$ cat src/rtl/gate_bist.sv
// rtl/gate_bist.sv - exhaustive BIST sequencer and checker for a 2-input gate
module gate_bist #(
    parameter logic [3:0] TRUTH_TABLE   = 4'b1000,
    parameter int         SETTLE_CYCLES = 2,
    parameter int         PASSES        = 1,
    parameter int         ERR_W         = 4
) (
    input  logic             clk,
    input  logic             reset,
    input  logic             start,
    output logic             a,
    output logic             b,
    input  logic             y,
    output logic             busy,
    output logic             done,
    output logic             pass,
    output logic [ERR_W-1:0] err_count,
    output logic             first_err_valid,
    output logic [1:0]       first_err_vec
);

    localparam int SET_W  = (SETTLE_CYCLES > 0) ? $clog2(SETTLE_CYCLES + 1) : 1;
    localparam int PASS_W = (PASSES > 1) ? $clog2(PASSES) : 1;
    localparam logic [SET_W-1:0]  SETTLE_LOAD = SET_W'(SETTLE_CYCLES);
    localparam logic [PASS_W-1:0] LAST_PASS   = PASS_W'(PASSES - 1);

    typedef enum logic [1:0] {
        IDLE  = 2'd0,
        APPLY = 2'd1,
        DONE  = 2'd2
    } state_t;

    state_t            state, state_nxt;
    logic [1:0]        vec, vec_nxt;
    logic [SET_W-1:0]  settle_cnt, settle_nxt;
    logic [PASS_W-1:0] pass_cnt, pass_cnt_nxt;
    logic              busy_nxt, done_nxt, pass_nxt;
    logic [ERR_W-1:0]  err_nxt;
    logic              fev_nxt;
    logic [1:0]        fvec_nxt;
    logic              mismatch;

    // Case inequality so an undriven or X output from the gate is a failure.
    assign mismatch = (y !== TRUTH_TABLE[vec]);

    assign a = vec[1];
    assign b = vec[0];

    always_ff @(posedge clk) begin
        if (reset) begin
            state           <= IDLE;
            vec             <= 2'b00;
            settle_cnt      <= '0;
            pass_cnt        <= '0;
            busy            <= 1'b0;
            done            <= 1'b0;
            pass            <= 1'b0;
            err_count       <= '0;
            first_err_valid <= 1'b0;
            first_err_vec   <= 2'b00;
        end else begin
            state           <= state_nxt;
            vec             <= vec_nxt;
            settle_cnt      <= settle_nxt;
            pass_cnt        <= pass_cnt_nxt;
            busy            <= busy_nxt;
            done            <= done_nxt;
            pass            <= pass_nxt;
            err_count       <= err_nxt;
            first_err_valid <= fev_nxt;
            first_err_vec   <= fvec_nxt;
        end
    end

    always_comb begin
        state_nxt    = state;
        vec_nxt      = vec;
        settle_nxt   = settle_cnt;
        pass_cnt_nxt = pass_cnt;
        busy_nxt     = busy;
        done_nxt     = done;
        pass_nxt     = pass;
        err_nxt      = err_count;
        fev_nxt      = first_err_valid;
        fvec_nxt     = first_err_vec;

        case (state)
            IDLE, DONE: begin
                if (start) begin
                    state_nxt    = APPLY;
                    vec_nxt      = 2'b00;
                    settle_nxt   = SETTLE_LOAD;
                    pass_cnt_nxt = '0;
                    busy_nxt     = 1'b1;
                    done_nxt     = 1'b0;
                    pass_nxt     = 1'b0;
                    err_nxt      = '0;
                    fev_nxt      = 1'b0;
                    fvec_nxt     = 2'b00;
                end
            end
            APPLY: begin
                if (settle_cnt != '0) begin
                    settle_nxt = settle_cnt - 1'b1;
                end else begin
                    if (mismatch) begin
                        if (err_count != '1)
                            err_nxt = err_count + 1'b1;
                        if (!first_err_valid) begin
                            fev_nxt  = 1'b1;
                            fvec_nxt = vec;
                        end
                    end
                    if (vec != 2'b11) begin
                        vec_nxt    = vec + 2'b01;
                        settle_nxt = SETTLE_LOAD;
                    end else if (pass_cnt != LAST_PASS) begin
                        vec_nxt      = 2'b00;
                        pass_cnt_nxt = pass_cnt + 1'b1;
                        settle_nxt   = SETTLE_LOAD;
                    end else begin
                        // Final sample folds into pass on the same edge that raises done.
                        state_nxt = DONE;
                        vec_nxt   = 2'b00;
                        busy_nxt  = 1'b0;
                        done_nxt  = 1'b1;
                        pass_nxt  = !(first_err_valid || mismatch);
                    end
                end
            end
            default: state_nxt = IDLE;
        endcase
    end

endmodule

$ cat config.mk
export PLATFORM = sky130hd
export DESIGN_NAME = gate_bist
export DESIGN_NICKNAME = d
export VERILOG_FILES = /design/src/rtl/gate_bist.sv
export SDC_FILE = /design/constraint.sdc
export NUM_CORES = 1
export LEC_CHECK = 0
export ABC_AREA = 1
export CAP_MARGIN = 25
export CORE_UTILIZATION = 32
export CTS_CLUSTER_DIAMETER = 50
export DETAILED_ROUTE_END_ITERATION = 10
export MAX_ROUTING_LAYER = met4
export REMOVE_ABC_BUFFERS = 1
export SYNTH_ARGS = -nofsm -noshare
export SYNTH_HDL_FRONTEND = slang
export SYNTH_SLANG_ARGS = --single-unit
$ cat constraint.sdc
create_clock -name clk -period 1.3 [get_ports clk]
set_input_delay 0.39 -clock clk [delete_from_list [all_inputs] [get_ports clk]]
set_output_delay 0.39 -clock clk [all_outputs]
set_load 0.05 [all_outputs]
==> results of run 1 <==
registers in the layout, indices dropped and copies added, names as in the netlist:
register	cells
vec	2
busy	1
settle_cnt	2
done	1
state	2
err_count	4
pass	1
first_err_vec	2
first_err_valid	1
power by group through the flow:
stage | Sequential, mW | Combinational [mW] | Clock (mW)
2_1_floorplan | 0.696 | 0.189 | 0
3_3_place_gp | 0.580 | 0.565 | 0
3_5_place_dp | 0.582 | 0.571 | 0
4_1_cts | 0.585 | 0.559 | 0.351
5_1_grt | 0.595 | 0.649 | 0.382
6_report | 0.589 | 0.603 | 0.341
cells by family after synthesis:
kind of cell,count (synthesis)
simple gates,60
buf+inv,20
compound gates,16
flops,16
fa+ha+maj,4
final cells by class:
| class | count | area (µm²) | area share, % |
|---|---|---|---|
| multi-input cells | 81 | 513.0 | 37.07 |
| flip-flops and latches | 16 | 336.6 | 24.32 |
| clock buffers | 4 | 36.28 | 2.622 |
| inverters | 18 | 70.07 | 5.063 |
| repair buffers | 30 | 390.4 | 28.21 |
| well taps | 30 | 37.54 | 2.712 |
layer usage:
metal | wire length [µm] | share of wire [%]
met5 | 0 | 0
met4 | 24 | 1.2
met3 | 41 | 2.1
met2 | 1019 | 52
met1 | 869 | 44
worst min-delay path: cells and delay by family (launching register included):
family / cells / cell delay [ns]
flops: 1 / 0.33
compound gates: 1 / 0.05
simple gates: 1 / 0.08
stage by stage:
stage                     hold slack (ns)  cells  utilization [%]
after detailed placement           0.4691    173            49.80
after global routing               0.5158    179            54.86
final                              0.4944    179            54.86
after floorplan                    0.4376    114                -
after CTS                          0.4850    175            51.39
after global placement             0.4519    173            49.80
final timing paths:
| path | to | cells after the start |
|---|---|---|
| worst max-delay path | b | 2 |
| worst min register to register | settle_cnt[0] | 2 |
| worst min-delay path | settle_cnt[0] | 2 |
| worst max register to register | err_count[1] | 7 |
cell usage in the layout, fill, tap and decap left out, drive strengths merged, types with 2 or more instances in the layout:
cell type / count
a21oi: 12
inv: 17
dfxtp: 16
nand3: 7
nand4: 2
nand2: 34
o21ai: 2
clkbuf: 4
buf: 27
clkdlybuf4s50: 3
nor2: 17
ha: 4
repair_timing:
item,in CTS,in global routing
buffers inserted,0,3
hold endpoints to repair,0,0
resized for setup,7,21
setup endpoints to repair,10,14
gates cloned,0,1
pin swaps,1,3
==> reports/results.txt, run 1 <==
The most used flip-flop cell after synthesis is sky130_fd_sc_hd__dfxtp_1. The routed wire length per instance was 10.92 µm; the number of global-route vias before repair was 766. Of the total synthesized cell area, the portion taken by full adders, half adders and majority gates is 5.722%. Derived from the worst setup path, the maximum achievable clock frequency is 0.7860 GHz. The number of design rule violations left after detail routing was 0; the final sum of negative setup slack was 0 ns.

Sequential cells account for 38.4% of the total power. Counting along the longest clock path gives a buffer depth of 2. The first global-routing pass estimated 3.118 mm of wire.

Across the VDD grid, the largest voltage drop is 0.7709 mV. Global routing used 14.99% of the available tracks. Sorting the synthesized cells by area gives the leading types as sky130_fd_sc_hd__dfxtp_1 37%, sky130_fd_sc_hd__nand2_1 11%, sky130_fd_sc_hd__nor2_1 6.4%. Met3 layer usage reported by global route: 2.500%. Nature of the critical path startpoint: a register. The run gives 0.91 ns as the critical path required time. The leading area contributor after synthesis is sky130_fd_sc_hd__dfxtp_1.

In this run, synthesis inferred 0 flip-flops with an integrated enable. The count of nets left with antenna violations once routing finished came out at 0. The worst register-to-register path has a setup slack of 0.05 ns. The synthesized design contains 16 register bits. For the site row count, the log shows 18. Global routing consumed, on the met2 layer, 23.78% of the routing resources. The dominant combinational cell family by area after synthesis is simple AND/OR/NAND/NOR gates. Subtracting the final worst setup slack from the clock period gives 1.272 ns.

Summing all placed instances gives a cell area of 1256 µm². The critical path in this run is classified as reg -> out. After synthesis, the share of flip-flops with an asynchronous set or reset is 0%. For this design the total switching power over the nets is 543.2 µW. 16 I/O pins were placed. The tools report the number of endpoints with negative hold slack in the final report as 0. After technology mapping, the gate count stands at 116.

In this run the most used layer during global routing was met2. The largest individual stage delay along the critical path comes from the cell sky130_fd_sc_hd__dfxtp_2. The design draws 1.533 mW.

The run finished with clean final reports. The commonest cells after synthesis are 26 x sky130_fd_sc_hd__nand2_1, 16 x sky130_fd_sc_hd__dfxtp_1, 15 x sky130_fd_sc_hd__nor2_1, 14 x sky130_fd_sc_hd__inv_1, 10 x sky130_fd_sc_hd__a21oi_1. The die span in x was 54.28 µm. After legalization and detailed placement, the total HPWL measured 1.387 mm. Summing the areas of all compound-gate instances in the mapped netlist gives 11.16% of the synthesized area. Setup repair after global routing could not meet its margin everywhere. The die covers 2946 µm². The tools report the post-place setup slack as -0.3230 ns.

The minimum setup slack in the final design is 0.02775 ns. For this design the ratio of total power to cell area is 1108 nW/µm². The final number of setup-violating endpoints is 0, and the initial antenna violation count is 0. The final-report max-slew violation count came out at 0. For met1 alone, demand over resource in global routing was 18.82%.

The initial utilization of the core area, before any placement, comes to 34.67%. Across the run, the number of max-cap violations was 0. TritonCTS built the clock tree. The first TritonRoute pass finished after 4 iterations. The run gives 1384 µm² as the final instance area.

The cell class contributing the biggest share of worst-path delay is flip-flops. Via density per instance: 4.581. In this run the most critical hold path is launched from settle_cnt[0]. The number of clock sinks was 16; the share of total power in combinational logic was 39.4%. Multiplexer cells account for 0% of the synthesized area. For this run, the post-layout net count is 158. For the arrival time reported for the critical path endpoint, the log shows 0.88 ns. The tools report the max-slew headroom at the worst pin as 89.43%. The mapped netlist covers 874.6 µm².

Summing the sequential cell areas from Yosys gives 36.62% of the chip area. The signal on the critical path passes through buf_6 > buf_12. After detailed routing, the total wire length is 1.955 mm. Counting distinct cell types in the post-synthesis netlist gives 25.

Each instance of the synthesized netlist takes up on average 7.540 µm². The type of destination of the critical path is an output pin. The filler cell count in the final layout is 219, and the static leakage power is 0.5885 nW.

Clock network fraction of total power: 22.2%. The post-synthesis share of cell area spent on and, or, nand and nor gates came out at 34.91%. Entering global routing, the biggest net connects 11 pins.

In the post-synthesis netlist, the cell with the most instances is sky130_fd_sc_hd__nand2_1. From synthesis to final layout, the design area changed by 58.23%. The number of warnings reported in the yosys synthesis log is 0, and the number of design-rule violations left by the first detailed-router iteration is 12. In this design, the stage delay of the slowest critical-path cell is 0.34 ns. At the end of routability-driven placement, the weighted congestion stood at 0.7674.

The worst register-to-register path begins at settle_cnt[1]. The routed layout has 820 vias. The tools report the core footprint as 2522 µm². The tools report the worst clock skew as 0.005293 ns. The min-delay analysis places its worst path in the category reg -> reg.

The total overflow left after global routing is 0. After clock tree synthesis, the clock-pin slew on the worst setup and hold paths is 0.11 ns. The port buffer count is 15, and the vertical die dimension is 54.28 µm. Worst setup path startpoint: vec[0]. For the pin with the worst max-slew slack, the measured transition is 0.1569 ns. Net switching is 35.44% of the power. In this run the worst path has a maximum fanout of 3.

Final critical-path share of the clock period: 97.87%. The internal portion of the total power is 989.8 µW. The clock latency on the worst-skew pair was 0.29 ns. For the number of buffers added to fix hold violations after cts, the log shows 0.

The xor/xnor cell area share of the yosys netlist is 0%, and the fraction of layout cells with a size suffix above 1 is 48.32%. The maximum level of the CTS H-tree was 1; the fraction of post-synthesis cell area in the top cell type by area was 36.62%. Buffers inserted during clock tree synthesis total 3.

Number of buffer and inverter instances along the worst setup path: 2. The root buffer cell chosen for the clock tree is sky130_fd_sc_hd__clkbuf_4. The run gives 0 as the number of diodes.
Note: power is estimated with default switching activity, not from simulation.
==> inputs of run 2 (changes only) <==
- TNS_END_PERCENT: unset -> 30
==> run 2 against run 1 <==
Compared with the run above:
- routed wire length increased by 1.1%
- setup slack got worse by 0.010 ns
- cell area is 0.72% lower
- die area is the same
- worst hold slack about the same
- clock power hardly changed
- maximum frequency shrank 0.81%
- critical path depth did not move
- register-to-register slack got worse by 0.02 ns
- sequential share of layout area barely moved
- clock skew shrank 0.0013 ns
- power down 0.17%
==> reports/results.txt, run 2 (synthesis gave the netlist of run 1 again) <==
The most common cell after layout, fill and taps aside is sky130_fd_sc_hd__nand2_1 (unchanged). The maximum level of the CTS H-tree came out at 1 (unchanged). The areal power density over the cells is 1114 nW/µm² (was 1108 nW/µm²), and the total setup buffers inserted after CTS is 0 (unchanged).

The highest net fanout along the worst path came out at 4 (was 3). The port buffer count is 15 (unchanged), and the clock latency on the worst-skew pair is 0.29 ns (about the same). The type of destination of the critical path is an output pin (unchanged). For the number of endpoints with negative hold slack in the final report, the log shows 0 (unchanged). The number of buffers added to fix hold violations after cts was 0 (unchanged); the number of design-rule violations left by the first detailed-router iteration was 21 (was 12). The global placement routability congestion came out at 0.7674 (unchanged). The run gives 16 (unchanged) as the number of clock sinks.

For the minimum setup slack in the final design, the log shows 0.01734 ns (was 0.02775 ns). The final sum of negative setup slack came out at 0 ns (unchanged). The number of global-route vias before repair was 768 (was 766); the delay contributed by the slowest stage of the critical path was 0.34 ns (about the same).

The tools report the sum of routed wire segments on met1 as 890 µm (was 869 µm). Final number of setup-violating endpoints: 0 (unchanged). The run gives 14.99% (unchanged) as the global routing usage summed across all routing layers. The register with the highest flop count was err_count (unchanged). The fraction of layout cells with a size suffix above 1 is 46.94% (was 48.32%), and the area added between synthesis and finish is 57.08% (was 58.23%).

Highest-delay cell along the critical path: sky130_fd_sc_hd__dfxtp_2 (unchanged). The vertical die dimension came out at 54.28 µm (unchanged). The tools report the total overflow reported by the global router as 0 (unchanged). The first-pass GRT wire length is 3.118 mm (unchanged). The filler cell count in the final layout was 220 (was 219). The number of placed I/O pins was 16 (unchanged); the number of diodes was 0 (unchanged). The iteration count of the initial detailed-routing pass is 4 (unchanged). Worst clock skew: 0.004030 ns (was 0.005293 ns).

TritonCTS built the clock tree. The run gives -0.3230 ns (unchanged) as the post-place setup slack. Setup repair after global routing could not meet its margin everywhere.

The die span in x was 54.28 µm (unchanged). The core footprint was 2522 µm² (unchanged); the via density per instance was 4.678 (was 4.581). For the final-report max-slew violation count, the log shows 0 (unchanged). The measured slew at the worst slew-check pin was 0.1578 ns (was 0.1569 ns).

Post-CTS clock slew at the launch and capture registers of the worst setup and hold paths: 0.10 ns (was 0.11 ns). The routed wire length per instance was 11.17 µm (was 10.92 µm); the minimum clock period after layout was 1.283 ns (was 1.272 ns). The highest achievable clock rate was 0.7796 GHz (was 0.7860 GHz); the final critical-path share of the clock period was 98.67% (was 97.87%). The buffer cell driving the clock tree root was sky130_fd_sc_hd__clkbuf_4 (unchanged). Max-slew headroom at the worst pin: 89.37% (was 89.43%). The highest signal layer in the routed design was met4 (unchanged). The critical path start-end classification was reg -> out (unchanged). Initial antenna violation count: 0 (unchanged). Series of cell instances along the critical path: buf_6 > buf_12 (unchanged).

The detailed placer's ending HPWL was 1.387 mm (unchanged). The logs give 0.91 ns (about the same) for the critical path required time and 3 (unchanged) for the number of buffers created by CTS. The run gives 828 (was 820) as the via total after detailed routing.

The nature of the critical path startpoint is a register (unchanged). For the maximum resistive drop on vdd, the log shows 0.7595 mV (was 0.7709 mV). The arrival time reported for the critical path endpoint is 0.89 ns (was 0.88 ns), and the total wire length after detailed routing is 1.977 mm (was 1.955 mm). The utilization of the core after routing came out at 54.46% (was 54.86%). The remaining antenna violation count is 0 (unchanged), and the number of buffers on the longest clock path is 2 (unchanged).

The static leakage power is 0.5794 nW (was 0.5885 nW), and the number of flip-flops in the largest register is 4 (unchanged). The number of nets in the finished design came out at 156 (was 158). The flow ran to the end, and the final reports show no timing, DRC or antenna violations. The logs give 66 µm (was 41 µm) for the total length of routed met3 wires and 2946 µm² (unchanged) for the die footprint.

The tools report the number of max-cap violations as 0 (unchanged). The type of the tightest min-delay check is reg -> reg (unchanged). The initial standard-cell utilization of the core is 34.67% (unchanged).

Pin count of the biggest net entering global routing: 11 (unchanged). The final hold slack was 0.4945 ns (was 0.4944 ns). The routed length on met2 is 990 µm (was 1.019 mm), and the number of design rule violations left after detail routing is 0 (unchanged). The site row count came out at 18 (unchanged).

Top library cells by usage in the layout, fill and taps aside: 23 x sky130_fd_sc_hd__nand2_1, 14 x sky130_fd_sc_hd__nor2_1, 13 x sky130_fd_sc_hd__inv_1, 12 x sky130_fd_sc_hd__buf_12, 10 x sky130_fd_sc_hd__buf_4 (was 23 x sky130_fd_sc_hd__nand2_1, 14 x sky130_fd_sc_hd__nor2_1, 13 x sky130_fd_sc_hd__inv_1, 13 x sky130_fd_sc_hd__buf_4, 12 x sky130_fd_sc_hd__buf_12).
-- run 2: per-layer routing --
layer  up-vias  global-route usage (%)
met5         -                       -
met4         0                   5.983
met3         4                   2.500
met2        22                   23.78
met1       372                   18.82
li1        430                       -
-- run 2: where the power goes --
part / switching, mW / internal, mW / total (mW) / leakage (nW)
Sequential: 0.0473 / 0.539 / 0.586 / 0.135
Combinational: 0.325 / 0.277 / 0.602 / 0.423
Clock: 0.172 / 0.170 / 0.343 / 0.0210
-- run 2: what timing repair did --
item | in CTS | in global routing
endpoints found under the hold margin | 0 | 0
resized for setup | 6 | 22
pin swaps | 1 | 3
cloned | 0 | 1
endpoints found under the setup margin | 10 | 15
-- run 2: worst paths after layout --
| path | startpoint | end | slack [ns] | cells after the start |
|---|---|---|---|---|
| worst max-delay path | vec[0] | b | 0.02 | 2 |
| worst min register to register | settle_cnt[0] | settle_cnt[0] | 0.49 | 2 |
| worst max register to register | err_count[0] | err_count[1] | 0.03 | 8 |
| worst min-delay path | settle_cnt[0] | settle_cnt[0] | 0.49 | 2 |
-- run 2: final cells by class --
| cell class | count | area, µm² | area share, % |
|---|---|---|---|
| clock buffers | 4 | 36.28 | 2.641 |
| inverters | 18 | 70.07 | 5.100 |
| multi-input cells | 81 | 516.7 | 37.61 |
| flip-flops and latches | 16 | 334.1 | 24.32 |
| well taps | 30 | 37.54 | 2.732 |
| repair buffers | 28 | 379.1 | 27.60 |
-- run 2: through the flow --
stage / power (mW) / cells / area [µm²]
global placement: 1.145 / 173 / 1256
floorplan: 0.8849 / 114 / 843.3
global route: 1.620 / 177 / 1374
CTS: 1.500 / 176 / 1303
detailed placement: 1.152 / 173 / 1256
finish: 1.530 / 177 / 1374
-- run 2: worst max-delay path: cells and delay by family (launching register included) --
family / cells / cell delay, ns
flops: 1 / 0.34
buf+inv: 2 / 0.26
==> inputs of run 3 (changes only) <==
- DONT_BUFFER_PORTS: unset -> 1
==> run 3 against run 2 <==
Compared with the run above:
- clock power decreased by 3%
- power fell by 10%
- sequential power is 4.4% lower
- non-clock buffer count fell by 10
- worst hold slack lost 0.34 ns
- cell area down 18%
- combinational power is 20% lower
- critical path depth shrank 1
- core utilization fell by 9.7 points
- clock skew hardly changed
- sequential share of layout area is 4.6 points higher
- largest cell class unchanged
==> reports/results.txt, run 3 (synthesis gave the netlist of run 1 again) <==
The run finished with clean final reports. The clock latency on the worst-skew pair was 0.29 ns (about the same). The cell class contributing the biggest share of worst-path delay is flip-flops (unchanged). The logs give 2 (unchanged) for the number of buffers on the longest clock path and 3 (unchanged) for the number of buffers created by CTS. The number of nets in the finished design was 146 (was 156); the critical path required time was 0.91 ns (about the same).

The type of the tightest min-delay check was in -> reg (was reg -> reg). The delay contributed by the slowest stage of the critical path is 0.34 ns (about the same). The nature of the critical path startpoint is a register (unchanged).

The post-CTS clock slew at the launch and capture registers of the worst setup and hold paths was 0.10 ns (about the same). The die footprint came out at 2946 µm² (unchanged). Total power consumption of the routed design: 1.374 mW (was 1.530 mW). Top library cells by usage in the layout, fill and taps aside: 25 x sky130_fd_sc_hd__nand2_1, 15 x sky130_fd_sc_hd__nor2_1, 15 x sky130_fd_sc_hd__buf_4, 12 x sky130_fd_sc_hd__inv_1, 11 x sky130_fd_sc_hd__dfxtp_1 (was 23 x sky130_fd_sc_hd__nand2_1, 14 x sky130_fd_sc_hd__nor2_1, 13 x sky130_fd_sc_hd__inv_1, 12 x sky130_fd_sc_hd__buf_12, 10 x sky130_fd_sc_hd__buf_4). The vertical die dimension is 54.28 µm (unchanged).

The tools report the utilization of the core after routing as 44.79% (was 54.46%). For the number of max-cap violations, the log shows 0 (unchanged). The final sum of negative setup slack is 0 ns (unchanged), and the number of flip-flops in the largest register is 4 (unchanged). Die span in x: 54.28 µm (unchanged). For the number of diodes, the log shows 0 (unchanged). The iteration count of the initial detailed-routing pass was 4 (unchanged). The max-slew headroom at the worst pin is 81.03% (was 89.37%), and the final critical-path share of the clock period is 96.15% (was 98.67%). The run gives 0.7824 (was 0.7674) as the global placement routability congestion. The number of design-rule violations left by the first detailed-router iteration is 11 (was 21), and the areal power density over the cells is 1216 nW/µm² (was 1114 nW/µm²). Final hold slack: 0.1559 ns (was 0.4945 ns). The buffer cell driving the clock tree root is sky130_fd_sc_hd__clkbuf_4 (unchanged). The area added between synthesis and finish was 29.18% (was 57.08%). The total overflow reported by the global router is 0 (unchanged).

The number of endpoints with negative hold slack in the final report was 0 (unchanged). The number of buffer and inverter instances along the worst setup path was 1 (was 2). The maximum resistive drop on vdd was 0.6397 mV (was 0.7595 mV); the static leakage power was 0.4973 nW (was 0.5794 nW). The number of placed instances, taps included is 159 (was 173). The pin count of the biggest net entering global routing is 11 (unchanged), and the measured slew at the worst slew-check pin is 0.2829 ns (was 0.1578 ns). Site row count: 18 (unchanged).

The run gives 0.8000 GHz (was 0.7796 GHz) as the highest achievable clock rate. The worst clock skew is 0.004224 ns (was 0.004030 ns), and the minimum clock period after layout is 1.250 ns (was 1.283 ns). TritonCTS built the clock tree.

The tools report the detailed placer's ending HPWL as 1.347 mm (was 1.387 mm). For the final number of setup-violating endpoints, the log shows 0 (unchanged). The core footprint is 2522 µm² (unchanged). The final-report max-slew violation count is 0 (unchanged), and the fraction of layout cells with a size suffix above 1 is 39.42% (was 46.94%). The critical path start-end classification was reg -> out (unchanged). The initial antenna violation count is 0 (unchanged), and the via total after detailed routing is 788 (was 828). The number of global-route vias before repair is 703 (was 768). The logs give 0 (unchanged) for the number of buffers added to fix hold violations after cts and 0.86 ns (was 0.89 ns) for the arrival time reported for the critical path endpoint.

For the number of clock sinks, the log shows 16 (unchanged). The type of destination of the critical path was an output pin (unchanged). The number of design rule violations left after detail routing was 0 (unchanged). The run gives 14.51% (was 14.99%) as the global routing usage summed across all routing layers. Register with the highest flop count: err_count (unchanged). The highest net fanout along the worst path was 5 (was 4). The via density per instance was 4.719 (was 4.678); the port buffer count was 0 (was 15). The final non-filler cell total was 167 (was 177); the maximum level of the CTS H-tree was 1 (unchanged). The initial standard-cell utilization of the core is 34.67% (unchanged). Series of cell instances along the critical path: buf_4 (was buf_6 > buf_12). The most common cell after layout, fill and taps aside was sky130_fd_sc_hd__nand2_1 (unchanged).

The remaining antenna violation count is 0 (unchanged), and the total wire length after detailed routing is 1.881 mm (was 1.977 mm). The highest-delay cell along the critical path was sky130_fd_sc_hd__dfxtp_1 (was sky130_fd_sc_hd__dfxtp_2). The number of placed I/O pins is 16 (unchanged), and the routed wire length per instance is 11.26 µm (was 11.17 µm). The first-pass GRT wire length was 2.911 mm (was 3.118 mm).
run 3: changes by cell type in the layout (fill, tap and decap cells not counted), sizes merged:
cell,delta
clkdlybuf4s50,-3
buf,-7
run 3: report_power, final:
group	total (mW)	leakage [nW]	switching (mW)	internal [mW]
clock	0.333	0.0210	0.162	0.171
sequential	0.560	0.133	0.0250	0.535
combinational	0.482	0.343	0.317	0.165
run 3: final timing paths:
| check | start | endpoint | slack, ns | depth (start not counted) |
|---|---|---|---|---|
| hold reg to reg | settle_cnt[0] | settle_cnt[0] | 0.47 | 2 |
| setup / recovery | err_count[0] | err_count[0] | 0.05 | 1 |
| hold / removal | reset | state[0] | 0.16 | 1 |
| setup reg to reg | state[0] | err_count[1] | 0.07 | 8 |
run 3: what timing repair did:
item | in CTS | in global routing
resized for setup | 6 | 14
cloned | 1 | 0
endpoints found under the setup margin | 8 | 16
setup buffers | 0 | 3
pin swaps | 2 | 2
run 3: cell type report:
cell class              instances  area [µm²]
multi-input cells              81       513.0
fillers                       274        1393
clock buffers                   4       36.28
well taps                      30       37.54
flip-flops and latches         16       326.6
inverters                      18       70.07
repair buffers                 18       146.4
run 3: per-layer routing:
layer,part of all wire (%),global-route usage (%),wire [µm],vias to the layer above
met2,50,21.95,934,14
met3,4.8,5.556,90,2
met5,0,-,0,-
li1,-,-,-,411
met1,45,17.95,842,361
met4,0.80,3.846,15,0
run 3: metrics by stage:
step | setup slack, ns | cell area (µm²)
CTS | 0.002096 | 1064
global placement | 0.03190 | 993.5
global route | -0.02851 | 1130
detailed placement | -0.05702 | 993.5
finish | 0.05002 | 1130
floorplan | -0.3426 | 843.3
